**config.mk**
```make
export PLATFORM = sky130hd
export DESIGN_NAME = wbup
export DESIGN_NICKNAME = d
export VERILOG_FILES = /design/src/rtl/wbup_sfifo.sv /design/src/rtl/wbup.sv
export SDC_FILE = /design/constraint.sdc
export NUM_CORES = 1
export LEC_CHECK = 0
export BUFFER_PORTS_ARGS = -buffer_cell sky130_fd_sc_hd__buf_4
export CAP_MARGIN = 20
export CORE_UTILIZATION = 54
export CTS_CLUSTER_DIAMETER = 60
export DETAILED_ROUTE_END_ITERATION = 8
export PLACE_DENSITY = 0.86
export SYNTH_ARGS = -nofsm -noshare
export SYNTH_HDL_FRONTEND = slang
export SYNTH_SLANG_ARGS = --single-unit
```
**constraint.sdc**
```tcl
create_clock -name i_clk -period 7.3 [get_ports i_clk]
set_clock_uncertainty 0.2 [all_clocks]
set_input_delay 0.365 -clock i_clk [delete_from_list [all_inputs] [get_ports i_clk]]
set_output_delay 0.365 -clock i_clk [all_outputs]
set_load 0.005 [all_outputs]
```
**src/rtl/wbup_sfifo.sv**
```systemverilog
// rtl/wbup_sfifo.sv - synchronous first-word-fall-through FIFO holding outstanding sub-word indices.
module wbup_sfifo #(
  parameter int BW     = 1,
  parameter int LGFLEN = 5
) (
  input  logic          i_clk,
  input  logic          i_reset,
  input  logic          i_wr,
  input  logic [BW-1:0] i_data,
  output logic          o_full,
  input  logic          i_rd,
  output logic [BW-1:0] o_data,
  output logic          o_empty
);
  localparam logic [LGFLEN:0]   DEPTH    = {1'b1, {LGFLEN{1'b0}}};
  localparam logic [LGFLEN:0]   FILL_ONE = {{LGFLEN{1'b0}}, 1'b1};
  localparam logic [LGFLEN-1:0] PTR_ONE  = {{(LGFLEN-1){1'b0}}, 1'b1};

  logic [BW-1:0]     mem_q [0:(1<<LGFLEN)-1];
  logic [LGFLEN-1:0] wr_ptr_q, wr_ptr_d, rd_ptr_q, rd_ptr_d;
  logic [LGFLEN:0]   fill_q, fill_d;
  logic              do_wr, do_rd;

  assign o_full  = (fill_q == DEPTH);
  assign o_empty = (fill_q == '0);
  assign o_data  = mem_q[rd_ptr_q];

  always_comb begin
    do_wr    = i_wr && !o_full;
    do_rd    = i_rd && !o_empty;
    wr_ptr_d = wr_ptr_q;
    rd_ptr_d = rd_ptr_q;
    fill_d   = fill_q;
    if (do_wr) wr_ptr_d = wr_ptr_q + PTR_ONE;
    if (do_rd) rd_ptr_d = rd_ptr_q + PTR_ONE;
    case ({do_wr, do_rd})
      2'b10:   fill_d = fill_q + FILL_ONE;
      2'b01:   fill_d = fill_q - FILL_ONE;
      default: fill_d = fill_q;
    endcase
  end

  always_ff @(posedge i_clk) begin
    if (do_wr) mem_q[wr_ptr_q] <= i_data;
  end

  always_ff @(posedge i_clk) begin
    if (i_reset) begin
      wr_ptr_q <= '0;
      rd_ptr_q <= '0;
      fill_q   <= '0;
    end else begin
      wr_ptr_q <= wr_ptr_d;
      rd_ptr_q <= rd_ptr_d;
      fill_q   <= fill_d;
    end
  end
endmodule

```
**src/rtl/wbup.sv**
```systemverilog
// rtl/wbup.sv - Wishbone upsizer: one narrow pipelined beat becomes one wide beat, reads narrowed back.
module wbup #(
  parameter int   ADDRESS_WIDTH     = 28,
  parameter int   SMALL_DW          = 32,
  parameter int   WIDE_DW           = 64,
  parameter logic OPT_LITTLE_ENDIAN = 1'b0,
  parameter int   LGFIFO            = 5,
  parameter logic OPT_LOWPOWER      = 1'b0
) (
  input  logic                                         i_clk,
  input  logic                                         i_reset,
  input  logic                                         i_scyc,
  input  logic                                         i_sstb,
  input  logic                                         i_swe,
  input  logic [ADDRESS_WIDTH-$clog2(SMALL_DW/8)-1:0]  i_saddr,
  input  logic [SMALL_DW-1:0]                          i_sdata,
  input  logic [SMALL_DW/8-1:0]                        i_ssel,
  output logic                                         o_sstall,
  output logic                                         o_sack,
  output logic [SMALL_DW-1:0]                          o_sdata,
  output logic                                         o_serr,
  output logic                                         o_wcyc,
  output logic                                         o_wstb,
  output logic                                         o_wwe,
  output logic [ADDRESS_WIDTH-$clog2(WIDE_DW/8)-1:0]   o_waddr,
  output logic [WIDE_DW-1:0]                           o_wdata,
  output logic [WIDE_DW/8-1:0]                         o_wsel,
  input  logic                                         i_wstall,
  input  logic                                         i_wack,
  input  logic [WIDE_DW-1:0]                           i_wdata,
  input  logic                                         i_werr
);
  localparam int SSEL = SMALL_DW/8;
  localparam int WSEL = WIDE_DW/8;
  localparam int WAW  = ADDRESS_WIDTH - $clog2(WIDE_DW/8);

  generate
    if (WIDE_DW == SMALL_DW) begin : g_pass
      assign o_wcyc   = i_scyc;
      assign o_wstb   = i_sstb;
      assign o_wwe    = i_swe;
      assign o_waddr  = i_saddr;
      assign o_wdata  = i_sdata;
      assign o_wsel   = i_ssel;
      assign o_sstall = i_wstall;
      assign o_sack   = i_wack;
      assign o_sdata  = i_wdata;
      assign o_serr   = i_werr;
      logic unused_pass;
      assign unused_pass = &{1'b0, i_clk, i_reset};
    end else begin : g_up
      localparam int R   = WIDE_DW/SMALL_DW;
      localparam int L   = $clog2(R);
      localparam int SAW = ADDRESS_WIDTH - $clog2(SMALL_DW/8);

      logic                wcyc_q, wcyc_d, wstb_q, wstb_d, wwe_q, wwe_d;
      logic [WAW-1:0]      waddr_q, waddr_d;
      logic [WIDE_DW-1:0]  wdata_q, wdata_d;
      logic [WSEL-1:0]     wsel_q, wsel_d;
      logic                sack_q, sack_d, serr_q, serr_d;
      logic [SMALL_DW-1:0] sdata_q, sdata_d;
      logic                stall, accept, pop, werr_hit, fifo_reset, fifo_full, fifo_empty;
      logic [L-1:0]        idx, push_lane, pop_idx, pop_lane;

      wbup_sfifo #(.BW(L), .LGFLEN(LGFIFO)) u_fifo (
        .i_clk   (i_clk),
        .i_reset (fifo_reset),
        .i_wr    (accept),
        .i_data  (idx),
        .o_full  (fifo_full),
        .i_rd    (pop),
        .o_data  (pop_idx),
        .o_empty (fifo_empty)
      );

      always_comb begin
        stall      = (wstb_q && i_wstall) || fifo_full || serr_q;
        accept     = i_scyc && i_sstb && !stall;
        werr_hit   = wcyc_q && i_werr;
        pop        = i_wack && wcyc_q && i_scyc;
        fifo_reset = i_reset || !i_scyc || werr_hit;
        idx        = i_saddr[L-1:0];
        // Lanes count from the LSB; big-endian puts sub-word 0 in the top lane.
        push_lane  = OPT_LITTLE_ENDIAN ? idx : ~idx;
        pop_lane   = OPT_LITTLE_ENDIAN ? pop_idx : ~pop_idx;

        wcyc_d = wcyc_q;
        if (i_scyc && i_sstb) wcyc_d = 1'b1;
        if (!i_scyc || werr_hit || serr_q) wcyc_d = 1'b0;

        wstb_d = wstb_q;
        if (!i_wstall) wstb_d = 1'b0;
        if (accept) wstb_d = 1'b1;
        if (!i_scyc || werr_hit) wstb_d = 1'b0;

        wwe_d   = wwe_q;
        waddr_d = waddr_q;
        wdata_d = wdata_q;
        wsel_d  = wsel_q;
        if (accept) begin
          wwe_d   = i_swe;
          waddr_d = i_saddr[SAW-1:L];
          wdata_d = {R{i_sdata}};
          wsel_d  = '0;
          wsel_d[int'(push_lane)*SSEL +: SSEL] = i_ssel;
        end else if (OPT_LOWPOWER && !wstb_q) begin
          waddr_d = '0;
          wdata_d = '0;
          wsel_d  = '0;
        end

        sack_d  = pop && !i_werr && !fifo_empty;
        serr_d  = werr_hit;
        sdata_d = sdata_q;
        if (sack_d) sdata_d = i_wdata[int'(pop_lane)*SMALL_DW +: SMALL_DW];
        else if (OPT_LOWPOWER) sdata_d = '0;
      end

      always_ff @(posedge i_clk) begin
        if (i_reset) begin
          wcyc_q  <= 1'b0;
          wstb_q  <= 1'b0;
          wwe_q   <= 1'b0;
          waddr_q <= '0;
          wdata_q <= '0;
          wsel_q  <= '0;
          sack_q  <= 1'b0;
          serr_q  <= 1'b0;
          sdata_q <= '0;
        end else begin
          wcyc_q  <= wcyc_d;
          wstb_q  <= wstb_d;
          wwe_q   <= wwe_d;
          waddr_q <= waddr_d;
          wdata_q <= wdata_d;
          wsel_q  <= wsel_d;
          sack_q  <= sack_d;
          serr_q  <= serr_d;
          sdata_q <= sdata_d;
        end
      end

      assign o_sstall = stall;
      assign o_wcyc   = wcyc_q;
      assign o_wstb   = wstb_q;
      assign o_wwe    = wwe_q;
      assign o_waddr  = waddr_q;
      assign o_wdata  = wdata_q;
      assign o_wsel   = wsel_q;
      assign o_sack   = sack_q;
      assign o_serr   = serr_q;
      assign o_sdata  = sdata_q;
    end
  endgenerate
endmodule

```
After elaboration in Yosys (flattened, before gate mapping)
Memories as Yosys holds them, arrays and structs flattened. A register that Yosys moved wholly into a read port is not among the register bits.
Cells that the tools add are included.
{"block": "totals", "ff_bits": 150, "mem_bits_rw": 32, "inputBits": 134, "out_inout_bits": 135, "wordCells": 60, "memories": 1}
{"block": "classes", "add_sub_neg": 5, "n_eq_ne": 4, "n_shift": 3, "muxes": 7, "bitwise_logic": 3, "n_reduce_logical": 25}
{"memory": "g_up.u_fifo.mem_q", "words": 32, "word_bits": 1, "rd": 1, "rd_clocked_by_memory_dff": 1, "write_ports": 1, "line_no": "wbup_sfifo.sv:19", "source": "logic [BW-1:0] mem_q [0:(1<<LGFLEN)-1];"}
{"op": "$shiftx A64 B7 Y32", "n": 1}
{"op": "$neg A3 Y33", "n": 1}
{"op": "$shift A4 B33 Y8 const A", "n": 1}
{"op": "$shiftx A4 B33 Y8", "n": 1}
{"op": "$pmux W6 S2", "n": 1}
{"op": "$add A5 B1 Y5 const B", "n": 2}
{"op": "$logic_and A1 B1 Y1", "n": 10}
{"op": "$mux W5", "n": 2}
{"op": "$and A8 B8 Y8", "n": 1}
{"op": "$add A6 B1 Y6 const B", "n": 1}
{"op": "$eq A6 B6 Y1 const B", "n": 1}
{"op": "$logic_not A6 Y1", "n": 1}
{"op": "$logic_or A1 B1 Y1", "n": 6}
{"op": "$sub A6 B1 Y6 const B", "n": 1}
{"op": "$logic_not A1 Y1", "n": 5}
{"op": "$mux W1", "n": 4}
{"op": "$reduce_or A2 Y1", "n": 2}
{"op": "$eq A2 B1 Y1 const B", "n": 1}
{"op": "$eq A2 B2 Y1 const B", "n": 1}
{"op": "$ne A2 B1 Y1 const B", "n": 1}
{"op": "$not A1 Y1", "n": 2}
{"op": "$reduce_bool A2 Y1", "n": 1}

Longest topological paths before layout
Gate-level depths: netlist of the first run.
{"block": "logic_depth", "depth_word": 8, "depth_mapped": 14}

By module
From an unflattened synthesis of the first run, not the netlist that was laid out.
{"block": "hier_totals", "cells_unflattened": 743, "area_unflattened_um2": 6984.2}
{"mod": "wbup", "instances": 1, "cells_each": 500, "area_per_inst_um2": 4394.2, "seq_area_each_um2": 2042.0}
{"mod": "wbup_sfifo", "instances": 1, "cells_each": 243, "area_per_inst_um2": 2590.0, "seq_area_each_um2": 1381.3}

Worst setup path after synthesis of the first run
OpenSTA, ideal clock, no wires.
{"block": "synth_timing", "path_type": "register to register", "start": "reg g_up.u_fifo.fill_q[1]", "end": "reg g_up.u_fifo.fill_q[5]", "arrival_time_ns": 2.613, "required_ns": 6.977, "setup_slack_ns": 4.364, "path_stages_with_launch": 13, "n_path_buf": 3, "cell_sequence": "dfxtp_1 -> buf_2 -> nor3_4 -> a311oi_2 -> inv_2 -> buf_2 -> ha_1 -> buf_2 -> nor3b_1 -> o21ai_1 -> or3_1 -> a31oi_1 -> mux2_1"}
{"block": "synth_between", "elab_chain_cells": 8, "elab_cells_between_ends": 16}
{"element": "start: declaration", "line_no": "wbup_sfifo.sv:21", "source": "logic [LGFLEN:0] fill_q, fill_d;"}
{"element": "start signal: assignment", "line_no": "wbup_sfifo.sv:55", "source": "fill_q <= fill_d;"}
{"element": "$eq A6 B6 Y1", "line_no": "wbup_sfifo.sv:24", "source": "assign o_full = (fill_q == DEPTH);"}
{"element": "$logic_or A1 B1 Y1 (2 in a row)", "line_no": "wbup.sv:77", "source": "stall = (wstb_q && i_wstall) || fifo_full || serr_q;"}
{"element": "$logic_not A1 Y1", "line_no": "wbup.sv:78", "source": "accept = i_scyc && i_sstb && !stall;"}
{"element": "$logic_and A1 B1 Y1", "line_no": "wbup.sv:78"}
{"element": "$logic_and A1 B1 Y1", "line_no": "wbup_sfifo.sv:29", "source": "do_wr = i_wr && !o_full;"}
{"element": "$eq A2 B1 Y1 / $eq A2 B2 Y1 (equally long branches)", "line_no": "wbup_sfifo.sv:36", "source": "case ({do_wr, do_rd})"}
{"element": "$pmux W6 S2 / $reduce_bool A2 Y1 (equally long branches)"}
Several ways; a longest one is shown, not always the timed one.
A chain may end at the register's enable or synchronous reset.

Worst setup path in the final report of the first run
{"block": "layout_timing", "start": "reg g_up.u_fifo.fill_q[1]", "end": "reg g_up.u_fifo.fill_q[4]"}
The elaborated chain is that of the path after synthesis.

==> results of run 1 <==
[logic make-up after synthesis]
family,Yosys count,synth area share
simple gates,303,0.189
buf+inv,99,0.0844
mux,19,0.0262
xor+xnor,12,0.0144
fa+ha+maj,8,0.0137
flops,155,0.468
compound gates,193,0.204
[worst register-to-register path, stage by stage (launching register included)]
cell and delay [ns]:
dfxtp_1 0.49, nor3_4 0.12, a311oi_4 0.31, buf_4 0.67, inv_2 0.08, buf_4 0.36
ha_1 0.40, a21oi_1 0.31, a32o_1 0.22, a21oi_1 0.05, or3_1 0.32, a21oi_1 0.14
[how the worst max path moves through the flow]
| stage | from | to | slack (ns) | cells past startpoint |
|---|---|---|---|---|
| 6_report | g_up.u_fifo.fill_q[1] | g_up.u_fifo.fill_q[4] | 3.53 | 11 |
| 5_1_grt | g_up.u_fifo.fill_q[3] | g_up.u_fifo.fill_q[4] | 3.28 | 11 |
| 4_1_cts | g_up.u_fifo.fill_q[1] | g_up.u_fifo.fill_q[4] | 3.58 | 11 |
| 3_5_place_dp | i_wstall | g_up.u_fifo.fill_q[4] | 3.53 | 12 |
| 3_3_place_gp | i_wstall | g_up.u_fifo.fill_q[4] | 3.63 | 12 |
| 2_1_floorplan | g_up.u_fifo.fill_q[1] | g_up.u_fifo.fill_q[5] | 4.36 | 12 |
[power groups by stage]
stage          Combinational (mW)  Clock, mW  Sequential, mW
2_1_floorplan              0.0735          0           0.922
3_3_place_gp                0.165          0           0.924
3_5_place_dp                0.167          0           0.924
4_1_cts                     0.190      0.969           0.906
5_1_grt                     0.209       1.01           0.909
6_report                    0.199      0.968           0.908
[sequential cells by signal (all words and copies together), names as in the netlist, named ones only]
signal,flops
g_up.u_fifo.fill_q,6
g_up.u_fifo.mem_q,32
g_up.u_fifo.rd_ptr_q,5
g_up.u_fifo.wr_ptr_q,5
o_sack,1
o_sdata,32
o_serr,1
o_waddr,25
o_wcyc,1
o_wdata,32
o_wsel,8
o_wstb,1
o_wwe,1
[per-layer routing]
| metal | global-route usage | wire, um |
|---|---|---|
| met1 | 0.385 | 8670 |
| met2 | 0.536 | 11100 |
| met3 | 0.0975 | 2080 |
| met4 | 0.167 | 1100 |
| met5 | 0 | 0 |
[placed cells by master (no fill, tap or decap), types with 4 or more instances in the layout]
master         Yosys  layout
inv_1              4       4
nand3_1            7       7
nand3_2            4       4
or3_1              4       4
buf_4             34     272
mux2i_1           18      18
o21bai_1          32      32
edfxtp_1          32      32
a211oi_2          31      31
nand2b_1          34      34
nor2_1            84      84
clkbuf_16          0      17
dfxtp_1          123     123
nand4_1            4       4
ha_1               8       8
nand2_1          140     140
a41oi_1           32      32
xor2_1             9       9
dlygate4sd3_1      0      48
a21oi_1           79      79
nand3b_1           9       9
bufinv_16          0       5
[timing repair]
action,CTS,global route
resized for setup,0,0
endpoints found under the setup margin,0,0
hold buffers,48,0
hold endpoints to repair,48,0
[layout make-up]
type | instances | share of cell area
Sequential cell | 155 | 0.339
Multi-Input combinational cell | 535 | 0.324
Timing Repair Buffer | 320 | 0.249
Clock buffer | 18 | 0.0424
Tap cell | 176 | 0.0218
Clock inverter | 14 | 0.0215
Inverter | 5 | 0.00186
==> impl_metrics.json, run 1 <==
{
  "crit_top_cell": "a21oi_1",
  "final_nets": 1176,
  "wl_per_cell_um": 18.7,
  "run_status": "finished, final reports clean",
  "ys_seq_area_frac": 0.468,
  "pre_cts_slack_ns": 3.53,
  "vias": 6960,
  "fillers": 860,
  "slowest_delay_ns": 0.67,
  "detail_route.vias_per_cell": 5.69,
  "syn_area_sq_um": 7310,
  "p_leak_nw": 4.14,
  "worstSetupEndpointType": "flop",
  "worst-path-buf-inv": 3,
  "clkSinkCount": 155,
  "setup_viol_count_final": 0,
  "synth.distinct_cells": 53,
  "clk_latency_ns": 0.42,
  "die_h_um": 118,
  "cpMaxStageDelayCell": "buf_4",
  "route.detailed.drc": 0,
  "grt_max_degree": 102,
  "p_sw_mw": 0.463,
  "synth_area_leaders": "dfxtp_1 (34%), edfxtp_1 (13%), nand2_1 (7.2%)",
  "synthArstFlopShare": 0,
  "detail-route-antenna-nets": 0,
  "drt_iter0_markers": 852,
  "maxCapViolCount": 0,
  "gp_congestion": 0.870,
  "final_layout_size_suffix_gt1_frac": 0.333,
  "min_period_ns": 3.77,
  "ys_ff_latch": 155,
  "syn2layout_area_growth_pct": 38.3,
  "rr_startpoint": "g_up.u_fifo.fill_q[1]",
  "h-tree-depth": 4,
  "layout_setup_ws_ns": 3.53,
  "fin_tns_setup_ns": 0,
  "p_seq_frac": 0.438,
  "ir_worst_vdd_mv": 0.190,
  "worstMarginPinSlew_ns": 1.03,
  "yosysTopAreaCell": "dfxtp_1",
  "grt_pass1_vias": 6775,
  "p_int_mw": 1.61,
  "dp_cells": 1143,
  "wl_mm": 22.9,
  "place_area_sq_um": 8980,
  "pwr_density_cell_nw_per_um2": 205,
  "maxSlewViolCount": 0,
  "post-route-period-util": 0.516,
  "grt_first_pass_wirelength_mm": 35.4,
  "cp_max_fo": 76,
  "dr.pass1.iters": 5,
  "rr_worst_depth": 11,
  "cts_root_buffer": "clkbuf_16",
  "ios": 269,
  "fin_util": 0.764,
  "postCtsSetupRepairBufs": 0,
  "synth_top_area_share": 0.337,
  "synth_nets": 931,
  "power.total_mw": 2.07,
  "crit_type": "flop to flop",
  "yosys_warnings": 0,
  "cts_tree": "built",
  "r2r_end": "g_up.u_fifo.fill_q[4]",
  "cts.path.max_buffers": 2,
  "synth_most_common_cell": "nand2_1",
  "num_antenna_cells": 0,
  "clk_pin_slew_worst_paths_ns": 0.06,
  "synth-edff-count": 32,
  "core_area_sq_um": 13200,
  "netSwitchingFraction": 0.223,
  "finalHoldViolations": 0,
  "synth_ff_type": "dfxtp_1",
  "synthCells": 789,
  "holdWs_ns": 0.0136,
  "hold_start": "i_sdata[6]",
  "die-area_sq_um": 14000,
  "max_slew_margin": 0.315,
  "critPathArrivalTime_ns": 3.90,
  "grt_antenna_before_repair": 0,
  "grt_overflow": 0,
  "rows": 42,
  "hpwl_mm": 13.4,
  "hold_path_end": "o_wdata[38]",
  "hp-class": "primary input to flop",
  "rsz0062_at_grt": "false",
  "combPwrFrac": 0.096,
  "reg2reg_slack_ns": 3.53,
  "final_cells": 1223,
  "layout.area.seq_sq_um": 3420,
  "crit_family": "buffers and inverters",
  "p_clk_frac": 0.467,
  "start_kind": "flop",
  "path_cells": "nor3_4 -> a311oi_4 -> buf_4 -> inv_2 -> buf_4 -> ha_1 -> a21oi_1 -> a32o_1 -> a21oi_1 -> or3_1 -> a21oi_1",
  "avgSynthCellArea_sq_um": 9.26,
  "portBuffers": 268,
  "synth_common_cells": "nand2_1 (140), dfxtp_1 (123), nor2_1 (84)",
  "initial_core_util": 0.552,
  "fin_area_sq_um": 10100,
  "dieWidth_um": 118,
  "grt.total_usage": 0.326,
  "cts_made_buffers": 17,
  "multi_input_area_sq_um": 3280,
  "worstPathRequired_ns": 7.43,
  "worstHoldPathCells": 3,
  "timing.fmax_mhz": 265
}
No activity file was read; power rests on OpenSTA's default activity.
==> inputs of run 2 (changes only) <==
CORE_UTILIZATION = 50   (was 54)
PLACE_DENSITY = 0.81   (was 0.86)
clock period = 3.8 ns   (was 7.3 ns; I/O delays follow)
==> run 2 against run 1 <==
Effect of this change:
- cell count up 7.9%
- sequential power up 92%
- cell area up 8.8%
- critical endpoint is now o_sdata[3]
==> impl_metrics.json, run 2 (same netlist as run 1, synthesis figures left out) <==
{
  "start_kind": "flop",
  "setup_viol_count_final": 0,
  "cts.path.max_buffers": 2,
  "portBuffers": 268,
  "cts_made_buffers": 17,
  "p_sw_mw": 0.901,
  "maxCapViolCount": 0,
  "critPathArrivalTime_ns": 3.28,
  "wl_mm": 24.4,
  "timing.fmax_mhz": 315,
  "final_cells": 1320,
  "mostFrequentLayoutCells": "buf_4 (278), nand2_1 (140), dlygate4sd3_1 (135)",
  "pwr_density_cell_nw_per_um2": 359,
  "gp_congestion": 0.811,
  "clk_latency_ns": 0.42,
  "detail_route.vias_per_cell": 5.57,
  "clkSinkCount": 155,
  "die_h_um": 123,
  "cpMaxStageDelayCell": "dfxtp_1",
  "drt_iter0_markers": 691,
  "dr.pass1.iters": 5,
  "p_leak_nw": 4.62,
  "dp_cells": 1153,
  "final_layout_size_suffix_gt1_frac": 0.312,
  "min_period_ns": 3.17,
  "cp_max_fo": 32,
  "crit_family": "flip-flops",
  "grt.total_usage": 0.316,
  "hold_start": "i_wdata[19]",
  "slowest_delay_ns": 0.95,
  "p_clk_frac": 0.448,
  "cts-resized-gates": 0,
  "path_cells": "mux2i_1 -> a22oi_1 -> nand3_2 -> and4_4 -> a211oi_2 -> dlygate4sd3_1",
  "vias": 7355,
  "hp-class": "primary input to flop",
  "ios": 269,
  "rsz0062_at_grt": "false",
  "final_common_cell": "buf_4",
  "p_int_mw": 3.04,
  "worstSetupEndpointType": "flop",
  "layout.area.seq_sq_um": 3420,
  "grt_antenna_before_repair": 0,
  "finalHoldViolations": 0,
  "fillers": 816,
  "route.detailed.drc": 0,
  "clk_pin_slew_worst_paths_ns": 0.06,
  "worst-path-buf-inv": 1,
  "ir_worst_vdd_mv": 0.329,
  "num_antenna_cells": 0,
  "cts_root_buffer": "clkbuf_16",
  "hpwl_mm": 13.8,
  "core_area_sq_um": 14100,
  "postCtsSetupRepairBufs": 0,
  "detail-route-antenna-nets": 0,
  "multi_input_area_sq_um": 3280,
  "crit_type": "flop to flop",
  "final_nets": 1269,
  "dieWidth_um": 123,
  "wl_per_cell_um": 18.5,
  "grt_overflow": 0,
  "worstPathRequired_ns": 3.91,
  "worstMarginPinSlew_ns": 0.957,
  "grt_max_degree": 76,
  "syn2layout_area_growth_pct": 50.5,
  "combPwrFrac": 0.111,
  "die-area_sq_um": 15100,
  "initial_core_util": 0.519,
  "cts_tree": "built",
  "p_seq_frac": 0.441,
  "grt_first_pass_wirelength_mm": 36.3,
  "grt_pass1_vias": 7318,
  "run_status": "finished, final reports clean",
  "h-tree-depth": 4,
  "maxSlewViolCount": 0,
  "post-route-period-util": 0.834,
  "power.total_mw": 3.95,
  "max_slew_margin": 0.361,
  "fin_tns_setup_ns": 0,
  "rows": 43,
  "netSwitchingFraction": 0.228
}
[run 2: cell count changes in the layout (fill, tap and decap cells not counted)]
cell,previous run,this run
clkbuf_16,17,19
clkinv_2,1,4
dlygate4sd3_1,48,135
clkinv_4,2,1
clkbuf_8,0,2
inv_6,3,0
buf_4,272,278
inv_4,0,1
clkinv_1,1,0
bufinv_16,5,2
[run 2: worst paths after layout]
path | endpoint | cells past startpoint | slack, ns
setup / recovery | o_sdata[3] | 6 | 0.63
hold reg to reg | o_wsel[4] | 2 | 0.26
hold / removal | o_sdata[19] | 4 | 0.03
setup reg to reg | o_sdata[3] | 6 | 0.63
[run 2: layout make-up]
type	count	share of cell area
repair buffers	413	0.312
flip-flops and latches	155	0.311
multi-input cells	535	0.298
clock buffers	22	0.0461
well taps	180	0.0205
clock inverters	10	0.0100
inverters	5	0.00171
[run 2: through the flow]
step	hold WS, ns	utilization	setup WS, ns	cell area, sq um
after CTS	0.0123	0.781	0.629	11000
after floorplan	0.0889	-	0.864	7310
after global placement	0.236	0.641	0.946	9030
after detailed placement	0.244	0.641	0.888	9030
final	0.0259	0.781	0.630	11000
after global routing	0.0298	0.781	0.443	11000
[run 2: timing repair]
action / in CTS / in global routing
hold buffers: 135 / 0
endpoints found under the hold margin: 126 / 0
setup endpoints to repair: 0 / 0
[run 2: power groups by stage]
| stage | registers [mW] | clock network (mW) | logic [mW] |
|---|---|---|---|
| 2_1_floorplan | 1.77 | 0 | 0.141 |
| 3_3_place_gp | 1.77 | 0 | 0.323 |
| 3_5_place_dp | 1.77 | 0 | 0.325 |
| 4_1_cts | 1.74 | 1.77 | 0.417 |
| 5_1_grt | 1.74 | 1.84 | 0.462 |
| 6_report | 1.74 | 1.77 | 0.437 |
[run 2: metal layers]
metal  routed length, um  vias to the layer above  GRT usage  part of all wire
met2               12000                      402      0.542              0.49
met4                1000                        0      0.149             0.041
met1                9410                     3486      0.360              0.39
met5                   0                        -          0                 0
met3                1990                       79     0.0909             0.082
li1                    -                     3388          -                 -
[run 2: worst register-to-register path: stages (launching register included)]
cell	delay, ns
dfxtp_1	0.95
mux2i_1	0.32
a22oi_1	0.13
nand3_2	0.12
and4_4	0.60
a211oi_2	0.17
dlygate4sd3_1	0.58
==> inputs of run 3 (changes only) <==
clock period = 3.1 ns   (was 3.8 ns; I/O delays follow)
==> run 3 against run 2 <==
Effect of this change:
- via count grew 0.18%
- highest routed layer unchanged
- cell area is essentially flat
- routed wire length grew 3.3%
- first-iteration DRC count grew 5.2%
- flip-flop and latch count is the same
- worst hold slack gained 0.17 ns
==> impl_metrics.json, run 3 (same netlist as run 1, synthesis figures left out) <==
{
  "hpwl_mm": 13.7,
  "worstSetupEndpointType": "flop",
  "wl_per_cell_um": 19.1,
  "p_leak_nw": 4.61,
  "route.detailed.drc": 0,
  "dieWidth_um": 123,
  "netSwitchingFraction": 0.231,
  "power.total_mw": 4.75,
  "mostFrequentLayoutCells": "buf_4 (280), nand2_1 (140), dlygate4sd3_1 (133)",
  "max_slew_margin": 0.454,
  "start_kind": "flop",
  "detail_route.vias_per_cell": 5.57,
  "grt.total_usage": 0.324,
  "worstMarginPinSlew_ns": 0.816,
  "layout_setup_ws_ns": 0.0820,
  "die-area_sq_um": 15100,
  "dr.pass1.iters": 7,
  "syn2layout_area_growth_pct": 50.6,
  "final_cells": 1322,
  "detail-route-antenna-nets": 0,
  "final_nets": 1271,
  "worstPathRequired_ns": 3.20,
  "clk_pin_slew_worst_paths_ns": 0.06,
  "rows": 43,
  "setup_viol_count_final": 0,
  "grt_first_pass_wirelength_mm": 37.3,
  "grt_overflow": 0,
  "core_area_sq_um": 14100,
  "min_period_ns": 3.02,
  "drt_iter0_markers": 727,
  "num_antenna_cells": 0,
  "wl_mm": 25.2,
  "p_sw_mw": 1.10,
  "maxSlewViolCount": 0,
  "cts_root_buffer": "clkbuf_16",
  "final_common_cell": "buf_4",
  "critPathArrivalTime_ns": 3.12,
  "rr_worst_depth": 7,
  "ios": 269,
  "worstHoldPathCells": 5,
  "grt_max_degree": 76,
  "initial_core_util": 0.519,
  "maxCapViolCount": 0,
  "rsz0062_at_grt": "false",
  "hp-class": "primary input to flop",
  "grt_antenna_before_repair": 0,
  "combPwrFrac": 0.113,
  "timing.fmax_mhz": 331,
  "ir_worst_vdd_mv": 0.380,
  "fin_tns_setup_ns": 0,
  "vias": 7368,
  "clkSinkCount": 155,
  "pwr_density_cell_nw_per_um2": 432,
  "p_clk_frac": 0.438,
  "grt_pass1_vias": 7375,
  "cts.path.max_buffers": 2,
  "p_int_mw": 3.66,
  "post-route-period-util": 0.974,
  "finalHoldViolations": 0,
  "portBuffers": 268,
  "cts_tree": "built",
  "cts_made_buffers": 17,
  "cp_max_fo": 21,
  "die_h_um": 123,
  "clk_latency_ns": 0.42,
  "dp_cells": 1157,
  "p_seq_frac": 0.449,
  "final_layout_size_suffix_gt1_frac": 0.314,
  "fin_util": 0.781,
  "h-tree-depth": 4,
  "run_status": "finished, final reports clean",
  "crit_type": "flop to flop",
  "gp_congestion": 0.809,
  "pre_cts_slack_ns": 0.243,
  "cts-resized-gates": 0
}
[run 3: changes by cell type in the layout (fill, tap and decap cells not counted), moves of 2 or more]
cell	previous run	this run
buf_12	0	2
buf_4	278	280
clkbuf_16	19	17
clkinv_2	4	2
clkinvlp_4	2	4
dlygate4sd3_1	135	133
[run 3: worst paths after layout]
path / start / end / slack, ns
setup / recovery: o_wcyc / o_sdata[26] / 0.08
hold / removal: i_wack / g_up.u_fifo.rd_ptr_q[1] / 0.20
setup reg to reg: o_wcyc / o_sdata[26] / 0.08
hold reg to reg: o_wsel[6] / o_wsel[6] / 0.25
[run 3: stage by stage]
| step | instance area, sq um | hold slack [ns] |
|---|---|---|
| after floorplan | 7310 | 0.0539 |
| after global placement | 9090 | 0.200 |
| after detailed placement | 9090 | 0.209 |
| after CTS | 11000 | 0.177 |
| after global routing | 11000 | 0.225 |
| final | 11000 | 0.199 |
[run 3: layer usage]
metal	part of all wire	vias to the layer above	GRT usage
li1	-	3385	-
met1	0.38	3507	0.364
met3	0.086	68	0.100
met4	0.035	0	0.139
met2	0.50	408	0.564
met5	0	-	0
[run 3: worst max-delay path: stages (launching register included)]
cell,delay (ns)
dfxtp_1,0.41
nand3_1,0.22
a311oi_4,0.73
buf_12,0.25
nand2b_1,0.09
a41oi_1,0.34
a211oi_2,0.05
dlygate4sd3_1,0.60
[run 3: cell type report]
type,count,area (sq um)
clock buffers,22,474
clock inverters,10,115
fillers,827,3090
inverters,5,18.8
multi-input cells,535,3280
flip-flops and latches,155,3420
well taps,180,225
repair buffers,415,3470
[run 3: what timing repair did]
item / CTS / global route
endpoints found under the hold margin: 133 / 0
buffers inserted: 0 / 0
setup endpoints to repair: 0 / 0
hold buffers: 133 / 0
[run 3: power groups by stage]
| stage | combinational [mW] | clock, mW | sequential [mW] |
|---|---|---|---|
| 3_3_place_gp | 0.395 | 0 | 2.17 |
| 5_1_grt | 0.565 | 2.19 | 2.14 |
| 6_report | 0.535 | 2.08 | 2.14 |
| 2_1_floorplan | 0.173 | 0 | 2.17 |
| 4_1_cts | 0.507 | 2.09 | 2.13 |
| 3_5_place_dp | 0.398 | 0 | 2.17 |
